--- config.mk ---
export PLATFORM = sky130hd
export DESIGN_NAME = bfs_controller
export DESIGN_NICKNAME = d
export VERILOG_FILES = /design/src/rtl/bfs_controller.sv
export SDC_FILE = /design/constraint.sdc
export NUM_CORES = 1
export LEC_CHECK = 0
export CAP_MARGIN = 10
export CORE_ASPECT_RATIO = 1.5
export CORE_UTILIZATION = 47
export CTS_CLUSTER_DIAMETER = 200
export DETAILED_ROUTE_END_ITERATION = 8
export PLACE_DENSITY = 0.62
export SYNTH_ARGS = -nofsm -noshare
export SYNTH_HDL_FRONTEND = slang
export SYNTH_SLANG_ARGS = --single-unit
--- constraint.sdc ---
create_clock -name clk -period 25.6 [get_ports clk]
set_input_delay 3.84 -clock clk [delete_from_list [all_inputs] [get_ports clk]]
set_output_delay 3.84 -clock clk [all_outputs]
set_load 0.005 [all_outputs]
--- src/rtl/bfs_controller.sv ---
// Breadth-first search sequencer over a 2^ROW_BITS x 2^COL_BITS maze.
// Drives an external location queue, reads wall memory and keeps a visited map.
module bfs_controller #(
   parameter int ROW_BITS = 4,
   parameter int COL_BITS = 4
) (
   input  logic                         clk,
   input  logic                         rst,
   input  logic                         start,
   input  logic [ROW_BITS+COL_BITS-1:0] src_loc,
   input  logic [ROW_BITS+COL_BITS-1:0] tgt_loc,
   output logic [ROW_BITS+COL_BITS-1:0] mem_addr,
   input  logic                         mem_wall,
   output logic                         q_enqueue,
   output logic                         q_dequeue,
   output logic [ROW_BITS+COL_BITS-1:0] q_loc_in,
   input  logic [ROW_BITS+COL_BITS-1:0] q_loc_out,
   input  logic                         q_nonempty,
   output logic                         busy,
   output logic                         done,
   output logic                         found,
   output logic                         fail,
   output logic [ROW_BITS+COL_BITS:0]   expand_cnt
);

   localparam int LOC_W = ROW_BITS + COL_BITS;
   localparam int CELLS = 1 << LOC_W;
   localparam logic [ROW_BITS-1:0] ROW_ONE = {{(ROW_BITS-1){1'b0}}, 1'b1};
   localparam logic [ROW_BITS-1:0] ROW_MAX = {ROW_BITS{1'b1}};
   localparam logic [COL_BITS-1:0] COL_ONE = {{(COL_BITS-1){1'b0}}, 1'b1};
   localparam logic [COL_BITS-1:0] COL_MAX = {COL_BITS{1'b1}};
   localparam logic [LOC_W:0]      CNT_ONE = {{LOC_W{1'b0}}, 1'b1};
   localparam logic [LOC_W:0]      CNT_MAX = CELLS[LOC_W:0];

   typedef enum logic [2:0] {
      S_IDLE  = 3'd0,
      S_INIT  = 3'd1,
      S_POP   = 3'd2,
      S_WAIT  = 3'd3,
      S_NEIGH = 3'd4,
      S_FOUND = 3'd5,
      S_FAIL  = 3'd6
   } state_t;

   state_t             r_state;
   state_t             w_state_nxt;
   logic [LOC_W-1:0]   r_src;
   logic [LOC_W-1:0]   r_tgt;
   logic [LOC_W-1:0]   r_cur;
   logic [1:0]         r_dir;
   logic [CELLS-1:0]   r_visited;
   logic               r_found;
   logic               r_fail;
   logic [LOC_W:0]     r_expand_cnt;

   logic [ROW_BITS-1:0] w_row;
   logic [COL_BITS-1:0] w_col;
   logic [LOC_W-1:0]    w_nb;
   logic                w_oob;
   logic                w_enq;
   logic                w_deq;
   logic [LOC_W-1:0]    w_loc_in;
   logic [LOC_W-1:0]    w_mem_addr;
   logic                w_set_vis;

   assign w_row = r_cur[LOC_W-1:COL_BITS];
   assign w_col = r_cur[COL_BITS-1:0];

   // Neighbour of the current cell in direction r_dir, with edge detection (no wrap).
   always_comb begin
      w_nb  = r_cur;
      w_oob = 1'b0;
      case (r_dir)
         2'd0: begin
            w_oob = (w_row == {ROW_BITS{1'b0}});
            w_nb  = {w_row - ROW_ONE, w_col};
         end
         2'd1: begin
            w_oob = (w_col == COL_MAX);
            w_nb  = {w_row, w_col + COL_ONE};
         end
         2'd2: begin
            w_oob = (w_row == ROW_MAX);
            w_nb  = {w_row + ROW_ONE, w_col};
         end
         2'd3: begin
            w_oob = (w_col == {COL_BITS{1'b0}});
            w_nb  = {w_row, w_col - COL_ONE};
         end
         default: begin
            w_oob = 1'b1;
            w_nb  = r_cur;
         end
      endcase
   end

   // State register.
   always_ff @(posedge clk or posedge rst) begin
      if (rst) begin
         r_state <= S_IDLE;
      end else begin
         r_state <= w_state_nxt;
      end
   end

   // Next-state and state-decoded strobes.
   always_comb begin
      w_state_nxt = r_state;
      w_enq       = 1'b0;
      w_deq       = 1'b0;
      w_loc_in    = {LOC_W{1'b0}};
      w_mem_addr  = {LOC_W{1'b0}};
      w_set_vis   = 1'b0;
      case (r_state)
         S_IDLE: begin
            if (start) begin
               w_state_nxt = S_INIT;
            end else begin
               w_state_nxt = S_IDLE;
            end
         end
         S_INIT: begin
            w_enq       = 1'b1;
            w_loc_in    = r_src;
            w_state_nxt = S_POP;
         end
         S_POP: begin
            if (!q_nonempty) begin
               w_state_nxt = S_FAIL;
            end else begin
               w_deq       = 1'b1;
               w_state_nxt = S_WAIT;
            end
         end
         S_WAIT: begin
            if (q_loc_out == r_tgt) begin
               w_state_nxt = S_FOUND;
            end else begin
               w_state_nxt = S_NEIGH;
            end
         end
         S_NEIGH: begin
            w_mem_addr = w_nb;
            if (!w_oob && !mem_wall && !r_visited[w_nb]) begin
               w_enq     = 1'b1;
               w_loc_in  = w_nb;
               w_set_vis = 1'b1;
            end else begin
               w_enq     = 1'b0;
            end
            if (r_dir == 2'd3) begin
               w_state_nxt = S_POP;
            end else begin
               w_state_nxt = S_NEIGH;
            end
         end
         S_FOUND: w_state_nxt = S_IDLE;
         S_FAIL:  w_state_nxt = S_IDLE;
         default: w_state_nxt = S_IDLE;
      endcase
   end

   // Search context, sticky result flags and expansion counter.
   always_ff @(posedge clk or posedge rst) begin
      if (rst) begin
         r_src        <= {LOC_W{1'b0}};
         r_tgt        <= {LOC_W{1'b0}};
         r_cur        <= {LOC_W{1'b0}};
         r_dir        <= 2'd0;
         r_found      <= 1'b0;
         r_fail       <= 1'b0;
         r_expand_cnt <= {(LOC_W+1){1'b0}};
      end else begin
         case (r_state)
            S_IDLE: begin
               if (start) begin
                  r_src        <= src_loc;
                  r_tgt        <= tgt_loc;
                  r_found      <= 1'b0;
                  r_fail       <= 1'b0;
                  r_expand_cnt <= {(LOC_W+1){1'b0}};
               end
            end
            S_POP: begin
               if (!q_nonempty) begin
                  r_fail <= 1'b1;
               end
            end
            S_WAIT: begin
               if (r_expand_cnt != CNT_MAX) begin
                  r_expand_cnt <= r_expand_cnt + CNT_ONE;
               end
               if (q_loc_out == r_tgt) begin
                  r_found <= 1'b1;
               end else begin
                  r_cur <= q_loc_out;
                  r_dir <= 2'd0;
               end
            end
            S_NEIGH: r_dir <= r_dir + 2'd1;
            default: ;
         endcase
      end
   end

   // Visited map: cleared and seeded with the source in INIT, marked on enqueue.
   always_ff @(posedge clk or posedge rst) begin
      if (rst) begin
         r_visited <= {CELLS{1'b0}};
      end else if (r_state == S_INIT) begin
         r_visited        <= {CELLS{1'b0}};
         r_visited[r_src] <= 1'b1;
      end else if (w_set_vis) begin
         r_visited[w_nb] <= 1'b1;
      end else begin
         r_visited <= r_visited;
      end
   end

   assign mem_addr   = w_mem_addr;
   assign q_enqueue  = w_enq;
   assign q_dequeue  = w_deq;
   assign q_loc_in   = w_loc_in;
   assign busy       = (r_state != S_IDLE);
   assign done       = (r_state == S_FOUND) || (r_state == S_FAIL);
   assign found      = r_found;
   assign fail       = r_fail;
   assign expand_cnt = r_expand_cnt;

endmodule

==> reports/metrics.yaml <==
timing:
  clock_skew_ps: 29.1
  grt_setup_unrepaired: "false"
  setup_tns_ps: 0
  fmax_mhz: 90.5
  relSlewSlack_pct: 13.0
  period_minus_slack_ps: 11050
  drv_slew: 0
  setup_violations: 0
  min_period_over_period_pct: 43.2
  hold_viol: 0
  worst_slack_ps: 14550
  worst_pin_slew_ps: 1300
die:
  die_area_sq_um: 35700
  die_w_um: 155
  core_region_area_sq_um: 34400
  start_util_pct: 47.8
  rows: 83
  io_pins: 60
  die_h_um: 231
pwr:
  p_leak_nw: 7.28
  ir_worst_vdd_v: 0.0000963
  powerDensity_nw_per_um2: 136
final_layout:
  regArea_sq_um: 7410
  final-instance-count-excl-fill: 2225
  synthToLayoutAreaGrowth_pct: 12.4
  nFillCells: 3189
  multi_input_area_sq_um: 8390
  antennaDiodeCount: 0
  finalNetCount: 1774
  layout-drive-gt1-share_pct: 11.1
placed_design:
  dp_slack_ps: 14820
  placed_cells: 2169
  gp_congestion: 0.917
  dp_hpwl_um: 37200
  io_buffers: 59
drt:
  viasPerCell: 6.79
  vias: 15113
  drc: 0
  routed_wl_um: 59000
  wire_per_inst_um: 26.5
  drt_iter0_drc: 1705
  ant_nets: 0
  first_pass_iters: 6
grt:
  first_global_vias: 14811
  grt_max_degree: 126
  grt_pass1_wl_um: 90300
  antenna_found_initial: 0
  grt_util_all_layers_pct: 33.4
  overflow: 0
outcome:
  run_status: "completed"
worst_setup_path:
  crit_type: "reg -> out"
  cp.required_ps: 21760
  r2r_cells: 15
  reg2reg_slack_ps: 19060
  startpoint_type: "flop"
  critPathMaxFanout: 26
  crit_arrival_ps: 7210
  end_kind: "output port"
cts:
  cts_resized: 0
  cts_setup_buffers: 0
  clk_latency_ps: 600
  cts_made_buffers: 30
  cts_root_buf: "clkbuf_16"
  cts.path.max_buffers: 3
  cts_tree: "built"
  hold_buffers: 0
  clock_sinks: 296
  cts_max_level: 1
  clk_pin_slew_ps: 60
synthesis:
  yosysWarnings: 0
  ys_ff_latch: 296
  yosysMostFrequentCell: "dfrtp_1"
  yosysSeqAreaShare_pct: 45.1
  synth_area_leaders: "dfrtp_1, a22oi_1, o21ai_0"
  async_flop_share_pct: 100
  netlist.area_leader.share_pct: 45.1
  syn_area_per_cell_sq_um: 9.36
  synth_edf_count: 0
  netlist_instances: 1755
  synth_nets: 1795
  netlist_area_sq_um: 16400
  ys_types: 73
  synthFlopType: "dfrtp_1"
  synth_top_cell_by_area: "dfrtp_1"
  netlist_top_cells_count: "dfrtp_1, nand2_1, o21ai_0"
hold_path:
  hp-class: "reg -> reg"
  holdPathStages: 2
flow_run:
  cap_violations: 0
[report_power, final]
part           leakage [nW]  internal, W  switching (W)
Combinational          2.73     0.000405       0.000993
Sequential             4.03     0.000542      0.0000921
Clock                 0.520     0.000277       0.000198
[cells by family (layout without fill, tap and decap cells)]
logic type,after synthesis,after routing,synth area share (%)
AO/OA/AOI/OAI,657,657,25.5
XOR/XNOR,25,25,1.70
adder cells (fa/ha/maj),11,11,0.883
buffers and inverters,178,181,4.50
flip-flops,296,296,45.1
multiplexers,104,104,9.21
AND/OR/NAND/NOR,484,484,13.1
[registers in the layout, summed over array words and instances, names as in the netlist]
register and count:
expand_cnt 9, fail 1, found 1, r_cur 8, r_dir 2, r_src 8
r_state 3, r_tgt 8, r_visited 256
[worst max-delay path: stages, from the launching register on]
cell	delay, ps
dfrtp_1	750
ha_1	720
xor2_1	150
ha_1	240
a21o_2	240
mux2i_4	320
xor2_4	570
buf_4	420
mux4_1	280
mux2i_1	90
a2111oi_2	550
nand3_2	290
or2_1	630
o21ai_2	750
clkdlybuf4s50_1	630
[placed cells by master, fill, tap and decap left out, drive strengths merged, types with 7 or more instances in the layout]
cell type / Yosys / final
dfrtp: 296 / 296
nand2: 216 / 216
o21ai: 207 / 207
a22oi: 177 / 177
nor2: 103 / 103
a21oi: 99 / 99
clkdlybuf4s50: 0 / 59
nand3: 56 / 56
buf: 38 / 51
mux2i: 49 / 49
clkbuf: 125 / 43
o22ai: 42 / 42
a31oi: 40 / 40
mux4: 34 / 34
nor3: 26 / 26
o31a: 24 / 24
mux2: 21 / 21
nor4: 18 / 18
nand4: 16 / 16
inv: 15 / 15
o21a: 14 / 14
xnor2: 14 / 14
a221o: 12 / 12
xor2: 11 / 11
ha: 10 / 10
and3: 9 / 9
nor2b: 7 / 7
clkinv: 0 / 7
[final cells by class]
class | instances | share of cell area (%)
multi-input cells | 1281 | 45.4
clock inverters | 13 | 0.799
repair buffers | 110 | 5.27
inverters | 15 | 0.345
flip-flops and latches | 296 | 40.1
well taps | 467 | 3.16
clock buffers | 43 | 4.93
[routing by layer]
metal | track usage (%) | up-vias | wire length (um)
met3 | 6.53 | 216 | 5340
met2 | 53.4 | 809 | 27700
met5 | 0 | - | 0
met1 | 41.8 | 7570 | 22100
li1 | - | 6518 | -
met4 | 20.6 | 0 | 3780
[final timing paths]
kind	end	from
setup / recovery	q_enqueue	r_dir[0]$_DFFE_PP0P_
hold / removal	fail$_DFFE_PP0P_	fail$_DFFE_PP0P_
setup reg to reg	r_visited[116]$_DFFE_PP0P_	r_dir[0]$_DFFE_PP0P_
hold reg to reg	fail$_DFFE_PP0P_	fail$_DFFE_PP0P_
max in group asynchronous	r_visited[155]$_DFFE_PP0P_	rst
min in group asynchronous	r_visited[219]$_DFFE_PP0P_	rst
[per-stage QoR]
step / hold slack [ps] / util, % / instance area (sq um) / power (W)
2_1_floorplan: 475 / - / 16400 / 0.00149
3_3_place_gp: 485 / 50.7 / 17400 / 0.00198
3_5_place_dp: 490 / 50.7 / 17400 / 0.00199
4_1_cts: 504 / 53.7 / 18500 / 0.00247
5_1_grt: 531 / 53.7 / 18500 / 0.00260
6_report: 504 / 53.7 / 18500 / 0.00251
(Power assumes the default switching activity.)
